--- config.mk ---
export PLATFORM = sky130hd
export DESIGN_NAME = projectile_pool
export DESIGN_NICKNAME = d
export VERILOG_FILES = /design/src/rtl/projectile_pool.sv
export SDC_FILE = /design/constraint.sdc
export NUM_CORES = 1
export LEC_CHECK = 0
export ABC_AREA = 1
export ABC_CLOCK_PERIOD_IN_PS = 2500
export BUFFER_PORTS_ARGS = -buffer_cell sky130_fd_sc_hd__buf_2
export CAP_MARGIN = 0
export CORE_UTILIZATION = 55
export DETAILED_ROUTE_END_ITERATION = 8
export PLACE_DENSITY_LB_ADDON = 0.15
export SLEW_MARGIN = 20
export SYNTH_ARGS = -nofsm -noshare
export SYNTH_HDL_FRONTEND = slang
export SYNTH_SLANG_ARGS = --single-unit
--- constraint.sdc ---
create_clock -name clk -period 2.5 [get_ports clk]
set_clock_uncertainty 0.05 [all_clocks]
set_input_delay 0.125 -clock clk [delete_from_list [all_inputs] [get_ports clk]]
set_output_delay 0.125 -clock clk [all_outputs]
set_load 0.005 [all_outputs]
--- src/rtl/projectile_pool.sv ---
// Pool of N_SLOTS vertical projectiles: lowest-free-slot spawn, per-frame motion, retire at limit or on hit.
// Latency: spawn/move/hit take effect at the next clock edge; count and spawn_ready are combinational.
// Backpressure: spawn_ready drops when all slots are busy, on done, or while cooling (PROJ_POOL_COOLDOWN_EN).
module projectile_pool #(
   parameter int N_SLOTS         = 3,
   parameter int W               = 10,
   parameter int SPEED           = 2,
   parameter bit DIR_DOWN        = 1'b1,
   parameter int Y_LIMIT         = 479,
   parameter int COOLDOWN_FRAMES = 30,
   localparam int CW             = $clog2(N_SLOTS + 1)
) (
   input  logic                 clk,
   input  logic                 rst,
   input  logic                 arst,
   input  logic                 frame,
   input  logic                 done,
   input  logic                 spawn_valid,
   output logic                 spawn_ready,
   input  logic [W-1:0]         spawn_x,
   input  logic [W-1:0]         spawn_y,
   input  logic [N_SLOTS-1:0]   hit,
   output logic [N_SLOTS-1:0]   active,
   output logic [N_SLOTS*W-1:0] proj_x,
   output logic [N_SLOTS*W-1:0] proj_y,
   output logic [CW-1:0]        count
);

   logic [N_SLOTS-1:0] free_mask;
   logic [N_SLOTS-1:0] alloc_oh;
   logic               cd_zero;
   logic               accept;
   logic               move;

   // Isolating the lowest set bit of the free mask picks the lowest-index free slot.
   assign free_mask   = ~active;
   assign alloc_oh    = free_mask & (~free_mask + N_SLOTS'(1));
   assign spawn_ready = (|free_mask) & ~done & cd_zero;
   assign accept      = spawn_valid & spawn_ready;
   assign move        = frame & ~done;

`ifdef PROJ_POOL_COOLDOWN_EN
   localparam int DW = ($clog2(COOLDOWN_FRAMES + 1) < 1) ? 1 : $clog2(COOLDOWN_FRAMES + 1);
   logic [DW-1:0] cd_cnt;

   // A load on accept beats a decrement from a coincident frame.
   always_ff @(posedge clk or negedge rst) begin
      if (!rst) begin
         cd_cnt <= '0;
      end else if (arst) begin
         cd_cnt <= '0;
      end else if (accept) begin
         cd_cnt <= DW'(COOLDOWN_FRAMES);
      end else if (move && (cd_cnt != '0)) begin
         cd_cnt <= cd_cnt - DW'(1);
      end
   end

   assign cd_zero = (cd_cnt == '0);
`else
   assign cd_zero = 1'b1;
`endif

   logic [W-1:0]       y_cur  [N_SLOTS];
   logic [W:0]         y_down [N_SLOTS];
   logic [W-1:0]       y_next [N_SLOTS];
   logic [N_SLOTS-1:0] limit_hit;

   // Downward sum is one bit wider so a step past the top of the coordinate range still retires.
   always_comb begin
      limit_hit = '0;
      for (int i = 0; i < N_SLOTS; i++) begin
         y_cur[i]  = proj_y[i*W +: W];
         y_down[i] = {1'b0, y_cur[i]} + (W+1)'(SPEED);
         if (DIR_DOWN) begin
            limit_hit[i] = (y_down[i] > (W+1)'(Y_LIMIT));
            y_next[i]    = y_down[i][W-1:0];
         end else begin
            limit_hit[i] = (y_cur[i] < W'(SPEED));
            y_next[i]    = y_cur[i] - W'(SPEED);
         end
      end
   end

   // Per slot: hit beats move beats spawn; a spawning slot is inactive so it never also moves.
   always_ff @(posedge clk or negedge rst) begin
      if (!rst) begin
         active <= '0;
         proj_x <= '0;
         proj_y <= '0;
      end else if (arst) begin
         active <= '0;
         proj_x <= '0;
         proj_y <= '0;
      end else begin
         for (int i = 0; i < N_SLOTS; i++) begin
            if (hit[i] && active[i]) begin
               active[i] <= 1'b0;
            end else if (active[i] && move) begin
               if (limit_hit[i]) begin
                  active[i] <= 1'b0;
               end else begin
                  proj_y[i*W +: W] <= y_next[i];
               end
            end else if (accept && alloc_oh[i]) begin
               active[i]        <= 1'b1;
               proj_x[i*W +: W] <= spawn_x;
               proj_y[i*W +: W] <= spawn_y;
            end
         end
      end
   end

   always_comb begin
      count = '0;
      for (int i = 0; i < N_SLOTS; i++) begin
         count = count + CW'(active[i]);
      end
   end

endmodule

======== Yosys cells after proc, flatten, opt, wreduce, memory -nomap -nowiden ========
Index checks and enable logic that the tools add are counted.
word-level totals
  word-level logic and storage cells ...... 101
  flip-flop bits (word level) ............. 63
  bits of input ports ..................... 29
operators by class
  equal/unequal tests ..................... 12
  bitwise gates (word level) .............. 7
  multiplexer cells ....................... 36
  add/subtract/negate cells ............... 6
  order comparisons ....................... 3
  reductions and logical operators ........ 28
operators with widths
  kind                                                                   count
  10-bit two-way mux                                                     21
  30-bit two-way mux                                                     2
  10-bit by 2-bit adder with 11-bit output, second input constant        3
  11-bit by 9-bit > comparator with 1-bit output, second input constant  3
  3-bit AND reduction                                                    6
  1-bit two-way mux                                                      12
  2-bit != test, second input constant                                   6
  4-bit != test, second input constant                                   3
  4-bit nonzero test                                                     3
  1-bit logical AND                                                      9
  3-bit != test, second input constant                                   3
  3-bit nonzero test                                                     3
  3-bit inverter                                                         2
  2-bit AND reduction                                                    3
  2-bit nonzero test                                                     3
  3-bit by 1-bit adder with 3-bit output, second input constant          1
  1-bit bitwise AND                                                      3
  3-bit bitwise AND                                                      1
  3-bit two-way mux                                                      1
  3-bit OR reduction                                                     1
  1-bit by 1-bit adder with 2-bit output                                 1
  2-bit by 1-bit adder with 2-bit output                                 1
  1-bit inverter                                                         1

======== Longest topological paths before layout ========
Gate-level depths: netlist of run 1.
  depth in word-level cells ............... 9
  depth in mapped cells ................... 14

======== Worst setup path before layout of run 1 ========
Ideal clock, no wire load.
  path type ............................... register to register
  start ................................... register proj_y[11]
  end ..................................... register proj_y[11]
  library setup time ...................... 119 ps
  arrival time ............................ 1591 ps
  stages on the path, launching flop included .. 13
  setup slack ............................. 740 ps
  period minus slack after synthesis ...... 1760 ps
  cells stage by stage .................... dfrtp_1 > ha_1 > nand3_1 > nor2_1 > nand3_1 > clkinv_1 > nand3_1 > nand2_1 > nand2_2 > nand2_4 > nand3_4 > nand2_1 > nand2_1
on the way
  cells in the longest elaborated chain, start to end .. 5
  elaborated cells between the ends (all ways) .. 8
  those cells by class .................... add/sub: 1; order compare: 1; eq/ne: 1; mux: 4; reduce/logical: 1
RTL lines
  what                                                                                    line  RTL
  start: declaration                                                                      25    output logic [N_SLOTS*W-1:0] proj_y,
  start signal: indexed assignment                                                        103   proj_y[i*W +: W] <= y_next[i];
  start signal: indexed assignment                                                        108   proj_y[i*W +: W] <= spawn_y;
  10-bit by 2-bit adder with 11-bit output *                                              74    y_down[i] = {1'b0, y_cur[i]} + (W+1)'(SPEED);
  branches (longest 4 deep; another with 11-bit by 9-bit > comparator with 1-bit output)  n/a
Every way passes the cells marked *. The select of a mux whose other input is x is not followed.
A chain may end at the register's enable or synchronous reset.

======== Worst setup path after layout of run 1 ========
  start ................................... register active[0]
  end ..................................... register active[1]
on the way
  cells in the longest elaborated chain, start to end .. 7
  elaborated cells between the ends (all ways) .. 10
  those cells by class .................... add/sub: 1; bitwise: 5; reduce/logical: 4
RTL lines
  what                                                                         line    RTL
  start: declaration                                                           23      output logic [N_SLOTS-1:0] active,
  start signal: assignment                                                     88      active <= '0;
  start signal: assignment                                                     92      active <= '0;
  start signal: indexed assignment                                             98      active[i] <= 1'b0;
  3-bit inverter *                                                             36      assign free_mask = ~active;
  3-bit inverter or 3-bit OR reduction (tied branches)                         37, 38
  3-bit by 1-bit adder with 3-bit output or 1-bit bitwise AND (tied branches)  37, 38
  3-bit bitwise AND or 1-bit bitwise AND (tied branches)                       37, 39
  1-bit logical AND *                                                          105     end else if (accept && alloc_oh[i]) begin
  4-bit nonzero test (no line) *                                               n/a
  2-bit AND reduction (no line) *                                              n/a
Every way passes the cells marked *; elsewhere a longest branch is shown, timed or not.

==> impl_metrics.xml, run 1 <==
<?xml version="1.0" encoding="UTF-8"?>
<metrics>
  <group name="synthesis">
    <metric name="yosys.cell_count.top_type" unit="">sky130_fd_sc_hd__nand2_1</metric>
    <metric name="yosysWarningCount" unit="">0</metric>
    <metric name="synth_seq_area_share" unit="%">39.5</metric>
    <metric name="yosysTopAreaCellShare" unit="%">39.5</metric>
    <metric name="synth_simple_gate_area_share" unit="%">40.7</metric>
    <metric name="synth_compound_area_share" unit="%">7.99</metric>
    <metric name="synth_enable_flop_cells" unit="">0</metric>
    <metric name="netlist_top_cells_area" unit="">sky130_fd_sc_hd__dfrtp_1 39%, sky130_fd_sc_hd__nand2_1 17%, sky130_fd_sc_hd__nand3_1 6.6%, sky130_fd_sc_hd__inv_1 5.1%, sky130_fd_sc_hd__nand4_1 3.9%</metric>
    <metric name="async_reset_ff_share" unit="%">100</metric>
    <metric name="yosys-top-cells-count" unit="">182 x sky130_fd_sc_hd__nand2_1, 63 x sky130_fd_sc_hd__dfrtp_1, 54 x sky130_fd_sc_hd__inv_1, 53 x sky130_fd_sc_hd__nand3_1, 27 x sky130_fd_sc_hd__nor2_1</metric>
    <metric name="syn_avg_cell_area" unit="sq um">7.27</metric>
    <metric name="synthesis.nets" unit="">585</metric>
    <metric name="syn_area" unit="sq um">3990</metric>
    <metric name="most_common_flop_cell_mapped_by_yosys" unit="">sky130_fd_sc_hd__dfrtp_1</metric>
    <metric name="post_synth_xor_area_fraction" unit="%">1.54</metric>
    <metric name="synthesized_flop_and_latch_total" unit="">63</metric>
    <metric name="yosys-mux-area-fraction" unit="%">0</metric>
    <metric name="synth_top_family_by_area" unit="">simple AND/OR/NAND/NOR gates</metric>
    <metric name="postSynthCellCount" unit="">549</metric>
    <metric name="yosysTopAreaCell" unit="">sky130_fd_sc_hd__dfrtp_1</metric>
    <metric name="synth_adder_area_share" unit="%">2.38</metric>
    <metric name="post_synth_num_cell_types" unit="">34</metric>
  </group>
  <group name="min_path">
    <metric name="holdCritPathClass" unit="">primary input to register</metric>
    <metric name="startpoint_of_the_worst_hold_path" unit="">spawn_y[0]</metric>
    <metric name="hold_path_depth" unit="">3</metric>
    <metric name="worst_hold_path.endpoint" unit="">proj_y[0]</metric>
  </group>
  <group name="global_route">
    <metric name="grt_start_max_net_pins" unit="">36</metric>
    <metric name="grt_overflow_total" unit="">0</metric>
    <metric name="first_global_vias" unit="">3469</metric>
    <metric name="number_of_antenna_violations_at_the_first_check_in_global_routing" unit="">0</metric>
    <metric name="grtUsageTotal" unit="%">28.7</metric>
    <metric name="grt_pass1_wl" unit="um">16700</metric>
  </group>
  <group name="final_layout">
    <metric name="final_non_filler_cells" unit="">745</metric>
    <metric name="num_antenna_cells" unit="">0</metric>
    <metric name="regArea" unit="sq um">1580</metric>
    <metric name="fillCellCount" unit="">649</metric>
    <metric name="layout-area-overhead-vs-synth" unit="%">19.0</metric>
    <metric name="post_route_cells_drive_above_1_share" unit="%">25.6</metric>
    <metric name="multiInputGateArea" unit="sq um">2100</metric>
    <metric name="final_net_count" unit="">680</metric>
  </group>
  <group name="route">
    <metric name="dr_total_vias" unit="">3979</metric>
    <metric name="detail_route.first_pass.iterations" unit="">5</metric>
    <metric name="wl" unit="um">10400</metric>
    <metric name="detail-route-antenna-nets" unit="">0</metric>
    <metric name="number_of_vias_per_cell_after_detailed_routing" unit="">5.34</metric>
    <metric name="routed_wl_per_cell" unit="um">13.9</metric>
    <metric name="detailedRoute.firstIterationViolations" unit="">228</metric>
    <metric name="route.detailed.drc" unit="">0</metric>
  </group>
  <group name="worst_setup_path">
    <metric name="cp_max_fo" unit="">13</metric>
    <metric name="worst_setup_path_end_kind" unit="">register</metric>
    <metric name="worstRegToRegCells" unit="">7</metric>
    <metric name="timing_worst_setup_path_type" unit="">register to register</metric>
    <metric name="reg2reg_slack" unit="ns">0.28</metric>
    <metric name="category_of_the_worst_setup_path_launch_point" unit="">register</metric>
    <metric name="arrival" unit="ns">2.46</metric>
    <metric name="worstPathRequired" unit="ns">2.74</metric>
    <metric name="rr_endpoint" unit="">active[1]</metric>
    <metric name="reg2reg_from" unit="">active[0]</metric>
  </group>
  <group name="clock_network">
    <metric name="cts-root-to-sink-buffers" unit="">2</metric>
    <metric name="cts_inserted_buffers" unit="">9</metric>
    <metric name="htree_levels" unit="">3</metric>
    <metric name="clk_lat_worst_skew" unit="ns">0.35</metric>
    <metric name="clkSlewWorstSetupHoldPaths" unit="ns">0.08</metric>
    <metric name="post_cts_buffers" unit="">0</metric>
    <metric name="clock_sinks" unit="">63</metric>
    <metric name="postCtsResizedCells" unit="">0</metric>
    <metric name="cts_tree" unit="">yes</metric>
    <metric name="clockRootBuffer" unit="">sky130_fd_sc_hd__clkbuf_8</metric>
  </group>
  <group name="power_and_ir_drop">
    <metric name="post-layout-total-power" unit="mW">2.80</metric>
    <metric name="vdd_ir_drop_max" unit="V">0.000385</metric>
    <metric name="leakagePower" unit="nW">2.69</metric>
    <metric name="cellPowerDensity" unit="nW/um^2">590</metric>
  </group>
  <group name="outcome">
    <metric name="run_status" unit="">finished, final reports clean</metric>
  </group>
  <group name="timing">
    <metric name="worst-slew-pin-transition" unit="ns">0.785</metric>
    <metric name="setup_slack" unit="ns">0.282</metric>
    <metric name="timing.setup.tns" unit="ns">0</metric>
    <metric name="drv_slew" unit="">0</metric>
    <metric name="finalHoldViolCount" unit="">0</metric>
    <metric name="fin_crit_sh" unit="%">88.7</metric>
    <metric name="achievable-frequency" unit="GHz">0.451</metric>
    <metric name="setup_repair_after_global_routing_missed_its_margin" unit="">no</metric>
    <metric name="worst_hold_slack" unit="ns">0.0523</metric>
    <metric name="time_the_worst_path_needs_with_i_o_delays_and_setup" unit="ns">2.22</metric>
    <metric name="slew_headroom" unit="%">47.6</metric>
    <metric name="setup_violations" unit="">0</metric>
  </group>
  <group name="die">
    <metric name="ios" unit="">95</metric>
    <metric name="floorplan.rows" unit="">30</metric>
    <metric name="full_die_area" unit="sq um">7600</metric>
    <metric name="initial_core_util" unit="%">57.8</metric>
    <metric name="die_h" unit="um">87.2</metric>
    <metric name="core_area" unit="sq um">6910</metric>
    <metric name="die_w" unit="um">87.2</metric>
  </group>
  <group name="placed_design">
    <metric name="post-place-ws" unit="ns">0.377</metric>
    <metric name="place_hpwl" unit="um">7630</metric>
    <metric name="post-place-cells" unit="">728</metric>
    <metric name="count_of_buffers_from_port_buffering" unit="">94</metric>
    <metric name="globalplace.congestion" unit="">0.852</metric>
  </group>
  <group name="run">
    <metric name="max_cap_viol_count" unit="">0</metric>
  </group>
</metrics>
## metrics by stage
step | util [%] | instance area, sq um
finish | 68.8 | 4750
global route | 68.8 | 4750
CTS | 68.8 | 4750
detailed placement | 65.9 | 4550
global placement | 65.9 | 4550
floorplan | - | 3990
## flip-flops by register name, indices dropped and copies added (netlist names)
signal and count:
active 3, proj_x 30, proj_y 30
## kinds of logic after synthesis
kind of cell,count (synthesis)
compound gates,53
flops,63
buf+inv,82
simple gates,337
xor+xnor,7
fa+ha+maj,7
## layer usage
layer  vias up  share of wire (%)  global-route usage [%]
li1       1979                  -                       -
met4         0                2.0                    10.9
met5         -                  0                       0
met2       149                 46                    44.1
met3        22                6.9                    5.78
met1      1829                 45                    40.2
## critical path, stage by stage (launching register included)
cell,delay [ns]
sky130_fd_sc_hd__dfrtp_1,0.52
sky130_fd_sc_hd__inv_2,0.14
sky130_fd_sc_hd__o31ai_2,0.08
sky130_fd_sc_hd__nor2_1,0.33
sky130_fd_sc_hd__nand3_2,0.35
sky130_fd_sc_hd__nand2_1,0.45
sky130_fd_sc_hd__nand4_1,0.14
sky130_fd_sc_hd__nand2_1,0.10
## power breakdown
group | switching [mW] | total [mW] | internal, mW
Sequential | 0.145 | 1.27 | 1.12
Clock | 0.431 | 0.889 | 0.457
Combinational | 0.392 | 0.643 | 0.252
## worst max-delay path by stage
stage                     cells after the start         end       start  slack [ns]
after floorplan                              12  proj_y[11]  proj_y[11]        0.74
after global placement                        7   active[1]   active[0]        0.38
after detailed placement                      7   active[1]   active[1]        0.38
after CTS                                     7   active[1]   active[1]        0.35
after global routing                          7   active[1]   active[1]        0.17
final                                         7   active[1]   active[0]        0.28
## area by class of cell
type                       instances  share of cell area, %
clock buffer                      10                   2.69
clock inverter                     6                   1.29
inverter                          66                   5.21
multi-input combinational        404                   44.2
sequential                        63                   33.2
tap                               96                   2.53
timing repair buffer             100                   10.9
## placed cells by master (no fill, tap or decap), types with 8 or more instances in the layout
cell type,n
sky130_fd_sc_hd__a21oi_1,16
sky130_fd_sc_hd__buf_2,94
sky130_fd_sc_hd__clkbuf_8,9
sky130_fd_sc_hd__dfrtp_1,63
sky130_fd_sc_hd__inv_1,54
sky130_fd_sc_hd__inv_2,10
sky130_fd_sc_hd__nand2_1,182
sky130_fd_sc_hd__nand2_2,17
sky130_fd_sc_hd__nand3_1,53
sky130_fd_sc_hd__nand3_2,8
sky130_fd_sc_hd__nand4_1,25
sky130_fd_sc_hd__nor2_1,27
sky130_fd_sc_hd__o21ai_0,17
## timing repair
item,4_1_cts,5_1_grt
endpoints found under the hold margin,30,0
endpoints found under the setup margin,0,0
hold buffers,1,0
No activity file was read; power rests on OpenSTA's default activity.
==> run 2: changes to the inputs <==
--- a/config.mk
+++ b/config.mk
@@ -5,7 +5,6 @@
 export SDC_FILE = /design/constraint.sdc
 export NUM_CORES = 1
 export LEC_CHECK = 0
-export ABC_AREA = 1
 export ABC_CLOCK_PERIOD_IN_PS = 2500
 export BUFFER_PORTS_ARGS = -buffer_cell sky130_fd_sc_hd__buf_2
 export CAP_MARGIN = 0
==> impl_metrics.xml, run 2 <==
<?xml version="1.0" encoding="UTF-8"?>
<metrics>
  <group name="worst_setup_path">
    <metric name="timing.critical_path.from" unit="">proj_y[11]</metric>
    <metric name="cp_max_fo" unit="">8</metric>
    <metric name="timing_worst_setup_path_type" unit="">register to register</metric>
    <metric name="biggest_cell_delay_along_the_critical_path" unit="ns">0.42</metric>
    <metric name="arrival" unit="ns">2.62</metric>
    <metric name="cp_cell_instances" unit="">buf_4 -&gt; ha_2 -&gt; nand4_1 -&gt; nor3_2 -&gt; mux2_2 -&gt; a211o_2 -&gt; o2111ai_1 -&gt; o31ai_1</metric>
    <metric name="worstRegToRegCells" unit="">8</metric>
    <metric name="worstPathRequired" unit="ns">2.67</metric>
    <metric name="reg2reg_slack" unit="ns">0.04</metric>
    <metric name="crit_slowest_cell" unit="">sky130_fd_sc_hd__dfrtp_1</metric>
    <metric name="reg2reg_from" unit="">proj_y[11]</metric>
    <metric name="category_of_the_worst_setup_path_launch_point" unit="">register</metric>
    <metric name="timing.critical_path.buf_inv" unit="">1</metric>
    <metric name="rr_endpoint" unit="">proj_y[19]</metric>
    <metric name="dominant_delay_contributor_by_cell_family_on_the_critical_path" unit="">compound AO/OA/AOI/OAI gates</metric>
    <metric name="worst_setup_path_end_kind" unit="">register</metric>
  </group>
  <group name="synthesis">
    <metric name="post_synth_num_cell_types" unit="">80</metric>
    <metric name="netlist_top_cells_area" unit="">sky130_fd_sc_hd__dfrtp_1 40%, sky130_fd_sc_hd__nand2_1 8.8%, sky130_fd_sc_hd__a21oi_1 7.3%, sky130_fd_sc_hd__nand3_1 2.3%, sky130_fd_sc_hd__o31ai_1 2.1%</metric>
    <metric name="syn_area" unit="sq um">3970</metric>
    <metric name="synth_seq_area_share" unit="%">39.7</metric>
    <metric name="yosys-top-cells-count" unit="">93 x sky130_fd_sc_hd__nand2_1, 63 x sky130_fd_sc_hd__dfrtp_1, 58 x sky130_fd_sc_hd__a21oi_1, 18 x sky130_fd_sc_hd__clkbuf_1, 18 x sky130_fd_sc_hd__nand3_1</metric>
    <metric name="yosysWarningCount" unit="">0</metric>
    <metric name="synth_enable_flop_cells" unit="">0</metric>
    <metric name="syn_avg_cell_area" unit="sq um">8.47</metric>
    <metric name="most_common_flop_cell_mapped_by_yosys" unit="">sky130_fd_sc_hd__dfrtp_1</metric>
    <metric name="yosysTopAreaCell" unit="">sky130_fd_sc_hd__dfrtp_1</metric>
    <metric name="synthesis.nets" unit="">505</metric>
    <metric name="yosysTopAreaCellShare" unit="%">39.7</metric>
    <metric name="yosys.cell_count.top_type" unit="">sky130_fd_sc_hd__nand2_1</metric>
    <metric name="async_reset_ff_share" unit="%">100</metric>
    <metric name="postSynthCellCount" unit="">469</metric>
    <metric name="synthesized_flop_and_latch_total" unit="">63</metric>
  </group>
  <group name="power_and_ir_drop">
    <metric name="p_seq_share" unit="%">44.6</metric>
    <metric name="leakagePower" unit="nW">2.16</metric>
    <metric name="clock_share_of_power" unit="%">41.9</metric>
    <metric name="switching_share" unit="%">29.2</metric>
    <metric name="power.switching" unit="mW">0.726</metric>
    <metric name="part_of_the_total_power_dissipated_in_combinational_logic" unit="%">13.5</metric>
    <metric name="power.internal" unit="mW">1.76</metric>
    <metric name="cellPowerDensity" unit="nW/um^2">503</metric>
    <metric name="vdd_ir_drop_max" unit="V">0.000346</metric>
  </group>
  <group name="clock_network">
    <metric name="clkSlewWorstSetupHoldPaths" unit="ns">0.08</metric>
    <metric name="htree_levels" unit="">3</metric>
    <metric name="clock_sinks" unit="">63</metric>
    <metric name="cts-root-to-sink-buffers" unit="">2</metric>
    <metric name="cts_tree" unit="">yes</metric>
    <metric name="cts_inserted_buffers" unit="">9</metric>
    <metric name="clk_lat_worst_skew" unit="ns">0.36</metric>
    <metric name="clockRootBuffer" unit="">sky130_fd_sc_hd__clkbuf_8</metric>
  </group>
  <group name="die">
    <metric name="initial_core_util" unit="%">57.8</metric>
    <metric name="core_area" unit="sq um">6870</metric>
    <metric name="full_die_area" unit="sq um">7560</metric>
    <metric name="die_h" unit="um">87.0</metric>
    <metric name="die_w" unit="um">87.0</metric>
    <metric name="floorplan.rows" unit="">30</metric>
    <metric name="ios" unit="">95</metric>
  </group>
  <group name="global_route">
    <metric name="first_global_vias" unit="">4057</metric>
    <metric name="number_of_antenna_violations_at_the_first_check_in_global_routing" unit="">0</metric>
    <metric name="grt_overflow_total" unit="">0</metric>
    <metric name="globalRouteMet3Util" unit="%">5.97</metric>
    <metric name="grt_start_max_net_pins" unit="">35</metric>
    <metric name="grt.met2_usage" unit="%">57.1</metric>
    <metric name="top_usage_layer" unit="">met2</metric>
    <metric name="grtUsageTotal" unit="%">34.5</metric>
    <metric name="grt.met1_usage" unit="%">45.2</metric>
    <metric name="grt_pass1_wl" unit="um">20000</metric>
  </group>
  <group name="timing">
    <metric name="drv_slew" unit="">0</metric>
    <metric name="worst-slew-pin-transition" unit="ns">0.711</metric>
    <metric name="finalHoldViolCount" unit="">0</metric>
    <metric name="setup_slack" unit="ns">0.0417</metric>
    <metric name="worst_hold_slack" unit="ns">0.0109</metric>
    <metric name="slew_headroom" unit="%">52.6</metric>
    <metric name="timing.setup.tns" unit="ns">0</metric>
    <metric name="achievable-frequency" unit="GHz">0.407</metric>
    <metric name="time_the_worst_path_needs_with_i_o_delays_and_setup" unit="ns">2.46</metric>
    <metric name="setup_violations" unit="">0</metric>
    <metric name="fin_crit_sh" unit="%">98.3</metric>
  </group>
  <group name="route">
    <metric name="wl" unit="um">12500</metric>
    <metric name="routed_wl_per_cell" unit="um">18.6</metric>
    <metric name="detail-route-antenna-nets" unit="">0</metric>
    <metric name="number_of_vias_per_cell_after_detailed_routing" unit="">6.46</metric>
    <metric name="detailedRoute.firstIterationViolations" unit="">330</metric>
    <metric name="dr_total_vias" unit="">4342</metric>
    <metric name="detail_route.first_pass.iterations" unit="">4</metric>
    <metric name="route.detailed.drc" unit="">0</metric>
  </group>
  <group name="final_layout">
    <metric name="final_net_count" unit="">607</metric>
    <metric name="layout-area-overhead-vs-synth" unit="%">24.5</metric>
    <metric name="final_non_filler_cells" unit="">672</metric>
    <metric name="final_util" unit="%">72.0</metric>
    <metric name="post_route_cells_drive_above_1_share" unit="%">27.8</metric>
    <metric name="reg.largest.list" unit="">proj_x (30), proj_y (30), active (3)</metric>
    <metric name="num_antenna_cells" unit="">0</metric>
    <metric name="most-common-layout-cells" unit="">94 x sky130_fd_sc_hd__buf_2, 93 x sky130_fd_sc_hd__nand2_1, 61 x sky130_fd_sc_hd__dfrtp_1, 57 x sky130_fd_sc_hd__a21oi_1, 19 x sky130_fd_sc_hd__buf_4</metric>
    <metric name="layout.cells.most_common" unit="">sky130_fd_sc_hd__buf_2</metric>
  </group>
  <group name="min_path">
    <metric name="holdCritPathClass" unit="">primary input to register</metric>
    <metric name="hold_path_depth" unit="">3</metric>
    <metric name="startpoint_of_the_worst_hold_path" unit="">hit[2]</metric>
    <metric name="worst_hold_path.endpoint" unit="">active[2]</metric>
  </group>
  <group name="placed_design">
    <metric name="globalplace.congestion" unit="">0.977</metric>
    <metric name="post-place-ws" unit="ns">0.0557</metric>
    <metric name="post-place-cells" unit="">641</metric>
    <metric name="place_hpwl" unit="um">8360</metric>
    <metric name="count_of_buffers_from_port_buffering" unit="">94</metric>
  </group>
  <group name="outcome">
    <metric name="run_status" unit="">finished, final reports clean</metric>
  </group>
  <group name="run">
    <metric name="max_cap_viol_count" unit="">0</metric>
  </group>
</metrics>
run 2: cell families (layout without fill, tap and decap cells):
family,after synthesis,count (layout),synth area share [%]
AOI/OAI and AO/OA,156,156,27.1
xor gates and xnor gates,1,1,0.221
and+or+nand+nor,192,192,23.9
buffers and inverters,46,153,5.39
DFF,63,63,39.7
muxes,4,4,1.35
adders and majority gates,7,7,2.39
run 2: layout make-up:
cell class	count	area [sq um]
flip-flops and latches	63	1580
well taps	96	120
clock inverters	7	104
clock buffers	9	124
multi-input cells	360	2240
inverters	12	45.0
fillers	540	1930
repair buffers	125	733
run 2: per-layer routing:
layer / part of all wire [%] / vias up
li1: - / 1942
met2: 48 / 241
met3: 7.8 / 43
met4: 3.2 / 0
met1: 41 / 2116
met5: 0 / -
run 2: worst register-to-register path, cell delays in order (launching register included):
cell	delay, ns
sky130_fd_sc_hd__dfrtp_1	0.42
sky130_fd_sc_hd__buf_4	0.14
sky130_fd_sc_hd__ha_2	0.24
sky130_fd_sc_hd__nand4_1	0.19
sky130_fd_sc_hd__nor3_2	0.19
sky130_fd_sc_hd__mux2_2	0.38
sky130_fd_sc_hd__a211o_2	0.37
sky130_fd_sc_hd__o2111ai_1	0.25
sky130_fd_sc_hd__o31ai_1	0.10
run 2: worst max-delay path by stage:
stage                 endpoint  slack, ns  depth (start not counted)
finish              proj_y[19]       0.04                          8
global route        proj_y[26]      -0.07                          7
CTS                 proj_y[19]       0.01                          8
detailed placement  proj_y[11]       0.06                          7
global placement    proj_y[12]       0.10                          8
floorplan           proj_y[18]       0.25                          8
run 2: power groups by stage:
stage | clock (mW) | sequential, mW | combinational (mW)
2_1_floorplan | 0 | 1.11 | 0.175
3_3_place_gp | 0 | 1.12 | 0.297
3_5_place_dp | 0 | 1.12 | 0.305
4_1_cts | 1.04 | 1.11 | 0.322
5_1_grt | 1.09 | 1.11 | 0.366
6_report | 1.04 | 1.11 | 0.335
run 2: timing repair:
item | 4_1_cts | 5_1_grt
resized for setup | 0 | 14
hold endpoints to repair | 59 | 0
buffers inserted | 0 | 3
endpoints found under the setup margin | 0 | 22
hold buffers | 12 | 0
run 2: metrics by stage:
| stage | total power [mW] | area [sq um] |
|---|---|---|
| 6_report | 2.49 | 4940 |
| 5_1_grt | 2.57 | 4940 |
| 4_1_cts | 2.47 | 4860 |
| 2_1_floorplan | 1.28 | 3970 |
| 3_5_place_dp | 1.43 | 4510 |
| 3_3_place_gp | 1.42 | 4510 |
==> run 3: changes to the inputs <==
--- a/config.mk
+++ b/config.mk
@@ -11,6 +11,7 @@
 export CORE_UTILIZATION = 55
 export DETAILED_ROUTE_END_ITERATION = 8
 export PLACE_DENSITY_LB_ADDON = 0.15
+export RECOVER_POWER = 25
 export SLEW_MARGIN = 20
 export SYNTH_ARGS = -nofsm -noshare
 export SYNTH_HDL_FRONTEND = slang
==> impl_metrics.xml, run 3 (synthesis gave the netlist of run 2 again) <==
<?xml version="1.0" encoding="UTF-8"?>
<metrics>
  <group name="global_route">
    <metric name="grt_pass1_wl" unit="um">20000</metric>
    <metric name="grtUsageTotal" unit="%">34.5</metric>
    <metric name="grt_start_max_net_pins" unit="">35</metric>
    <metric name="first_global_vias" unit="">4057</metric>
    <metric name="grt_overflow_total" unit="">0</metric>
    <metric name="number_of_antenna_violations_at_the_first_check_in_global_routing" unit="">0</metric>
  </group>
  <group name="route">
    <metric name="detail_route.first_pass.iterations" unit="">5</metric>
    <metric name="detail-route-antenna-nets" unit="">0</metric>
    <metric name="dr_total_vias" unit="">4325</metric>
    <metric name="wl" unit="um">12500</metric>
    <metric name="detailedRoute.firstIterationViolations" unit="">318</metric>
    <metric name="route.detailed.drc" unit="">0</metric>
    <metric name="routed_wl_per_cell" unit="um">18.6</metric>
    <metric name="number_of_vias_per_cell_after_detailed_routing" unit="">6.44</metric>
  </group>
  <group name="timing">
    <metric name="time_the_worst_path_needs_with_i_o_delays_and_setup" unit="ns">2.44</metric>
    <metric name="achievable-frequency" unit="GHz">0.409</metric>
    <metric name="fin_crit_sh" unit="%">97.7</metric>
    <metric name="finalHoldViolCount" unit="">0</metric>
    <metric name="slew_headroom" unit="%">-13.9</metric>
    <metric name="setup_violations" unit="">0</metric>
    <metric name="worst_hold_slack" unit="ns">0.0116</metric>
    <metric name="worst-slew-pin-transition" unit="ns">1.71</metric>
    <metric name="drv_slew" unit="">33</metric>
  </group>
  <group name="final_layout">
    <metric name="finalInstanceArea" unit="sq um">4940</metric>
    <metric name="reg.largest.list" unit="">proj_x (30), proj_y (30), active (3)</metric>
    <metric name="most-common-layout-cells" unit="">93 x sky130_fd_sc_hd__nand2_1, 89 x sky130_fd_sc_hd__buf_2, 61 x sky130_fd_sc_hd__dfrtp_1, 57 x sky130_fd_sc_hd__a21oi_1, 19 x sky130_fd_sc_hd__buf_4</metric>
    <metric name="num_antenna_cells" unit="">0</metric>
    <metric name="post_route_cells_drive_above_1_share" unit="%">26.9</metric>
    <metric name="layout-area-overhead-vs-synth" unit="%">24.3</metric>
    <metric name="layout.cells.most_common" unit="">sky130_fd_sc_hd__nand2_1</metric>
    <metric name="final_net_count" unit="">607</metric>
  </group>
  <group name="die">
    <metric name="core_area" unit="sq um">6870</metric>
    <metric name="floorplan.rows" unit="">30</metric>
    <metric name="initial_core_util" unit="%">57.8</metric>
    <metric name="full_die_area" unit="sq um">7560</metric>
    <metric name="die_h" unit="um">87.0</metric>
    <metric name="ios" unit="">95</metric>
    <metric name="die_w" unit="um">87.0</metric>
  </group>
  <group name="clock_network">
    <metric name="clk_lat_worst_skew" unit="ns">0.36</metric>
    <metric name="cts_inserted_buffers" unit="">9</metric>
    <metric name="clkSlewWorstSetupHoldPaths" unit="ns">0.08</metric>
    <metric name="clock_sinks" unit="">63</metric>
    <metric name="htree_levels" unit="">3</metric>
    <metric name="clockRootBuffer" unit="">sky130_fd_sc_hd__clkbuf_8</metric>
    <metric name="cts_tree" unit="">yes</metric>
    <metric name="cts-root-to-sink-buffers" unit="">2</metric>
  </group>
  <group name="run">
    <metric name="max_cap_viol_count" unit="">1</metric>
  </group>
  <group name="min_path">
    <metric name="hold_path_depth" unit="">3</metric>
    <metric name="holdCritPathClass" unit="">primary input to register</metric>
  </group>
  <group name="worst_setup_path">
    <metric name="cp_max_fo" unit="">8</metric>
    <metric name="arrival" unit="ns">2.61</metric>
    <metric name="worstRegToRegCells" unit="">8</metric>
    <metric name="category_of_the_worst_setup_path_launch_point" unit="">register</metric>
    <metric name="timing_worst_setup_path_type" unit="">register to register</metric>
    <metric name="worstPathRequired" unit="ns">2.67</metric>
    <metric name="worst_setup_path_end_kind" unit="">register</metric>
  </group>
  <group name="placed_design">
    <metric name="placed_area" unit="sq um">4510</metric>
    <metric name="count_of_buffers_from_port_buffering" unit="">94</metric>
    <metric name="place_hpwl" unit="um">8360</metric>
    <metric name="globalplace.congestion" unit="">0.977</metric>
  </group>
  <group name="outcome">
    <metric name="failed_checks" unit="">capacitance limit, slew limit</metric>
    <metric name="run_status" unit="">complete, but fails checks</metric>
  </group>
  <group name="power_and_ir_drop">
    <metric name="cellPowerDensity" unit="nW/um^2">503</metric>
    <metric name="vdd_ir_drop_max" unit="V">0.000346</metric>
    <metric name="leakagePower" unit="nW">2.14</metric>
  </group>
</metrics>
## run 3: changes by cell type in the layout (fill, tap and decap cells not counted), sizes merged
cell / delta
buf: -5
clkbuf: +5
## run 3: cell type report
cell class / count / area [sq um]
fill: 541 / 1930
clock buffer: 9 / 124
inverter: 12 / 45.0
clock inverter: 7 / 104
sequential: 63 / 1580
timing repair buffer: 125 / 727
tap: 96 / 120
multi-input combinational: 360 / 2240
## run 3: final timing paths
check                            from    endpoint  slack [ns]
setup / recovery           proj_y[11]  proj_y[19]        0.06
hold / removal                 hit[2]   active[2]        0.01
setup reg to reg           proj_y[11]  proj_y[19]        0.06
hold reg to reg            proj_x[14]  proj_x[14]        0.47
max in group asynchronous         rst   proj_y[1]        0.60
min in group asynchronous         rst  proj_x[19]        0.70
## run 3: timing repair
action	in CTS	in global routing
endpoints found under the setup margin	0	22
gates resized for setup	0	14
hold buffers	12	0
endpoints found under the hold margin	59	0
setup buffers	0	3
## run 3: layer usage
| layer | GRT usage (%) | vias up | part of all wire (%) |
|---|---|---|---|
| met1 | 45.2 | 2100 | 40 |
| met4 | 13.2 | 0 | 2.9 |
| met3 | 5.97 | 40 | 8.0 |
| li1 | - | 1946 | - |
| met2 | 57.1 | 239 | 49 |
| met5 | 0 | - | 0 |
## run 3: power by group
group | switching, mW | total (mW) | internal, mW
sequential | 0.0568 | 1.11 | 1.05
combinational | 0.199 | 0.334 | 0.135
clock | 0.469 | 1.04 | 0.573
## run 3: worst max-delay path, cell delays in order, from the launching register on
cell and delay, ns:
sky130_fd_sc_hd__dfrtp_1 0.43, sky130_fd_sc_hd__buf_4 0.14, sky130_fd_sc_hd__ha_2 0.23, sky130_fd_sc_hd__nand4_1 0.18, sky130_fd_sc_hd__nor3_2 0.19, sky130_fd_sc_hd__mux2_2 0.38, sky130_fd_sc_hd__a211o_2 0.36, sky130_fd_sc_hd__o2111ai_1 0.24
sky130_fd_sc_hd__o31ai_1 0.10
## run 3: per-stage QoR
stage	utilization, %	worst slack [ns]	cells	power, mW	TNS, ns
2_1_floorplan	-	0.248	469	1.28	0
3_3_place_gp	65.7	0.100	641	1.42	0
3_5_place_dp	65.7	0.0557	641	1.43	0
4_1_cts	70.8	0.0128	669	2.47	0
5_1_grt	71.9	-0.0709	672	2.57	-0.378
6_report	71.9	0.0574	672	2.48	0
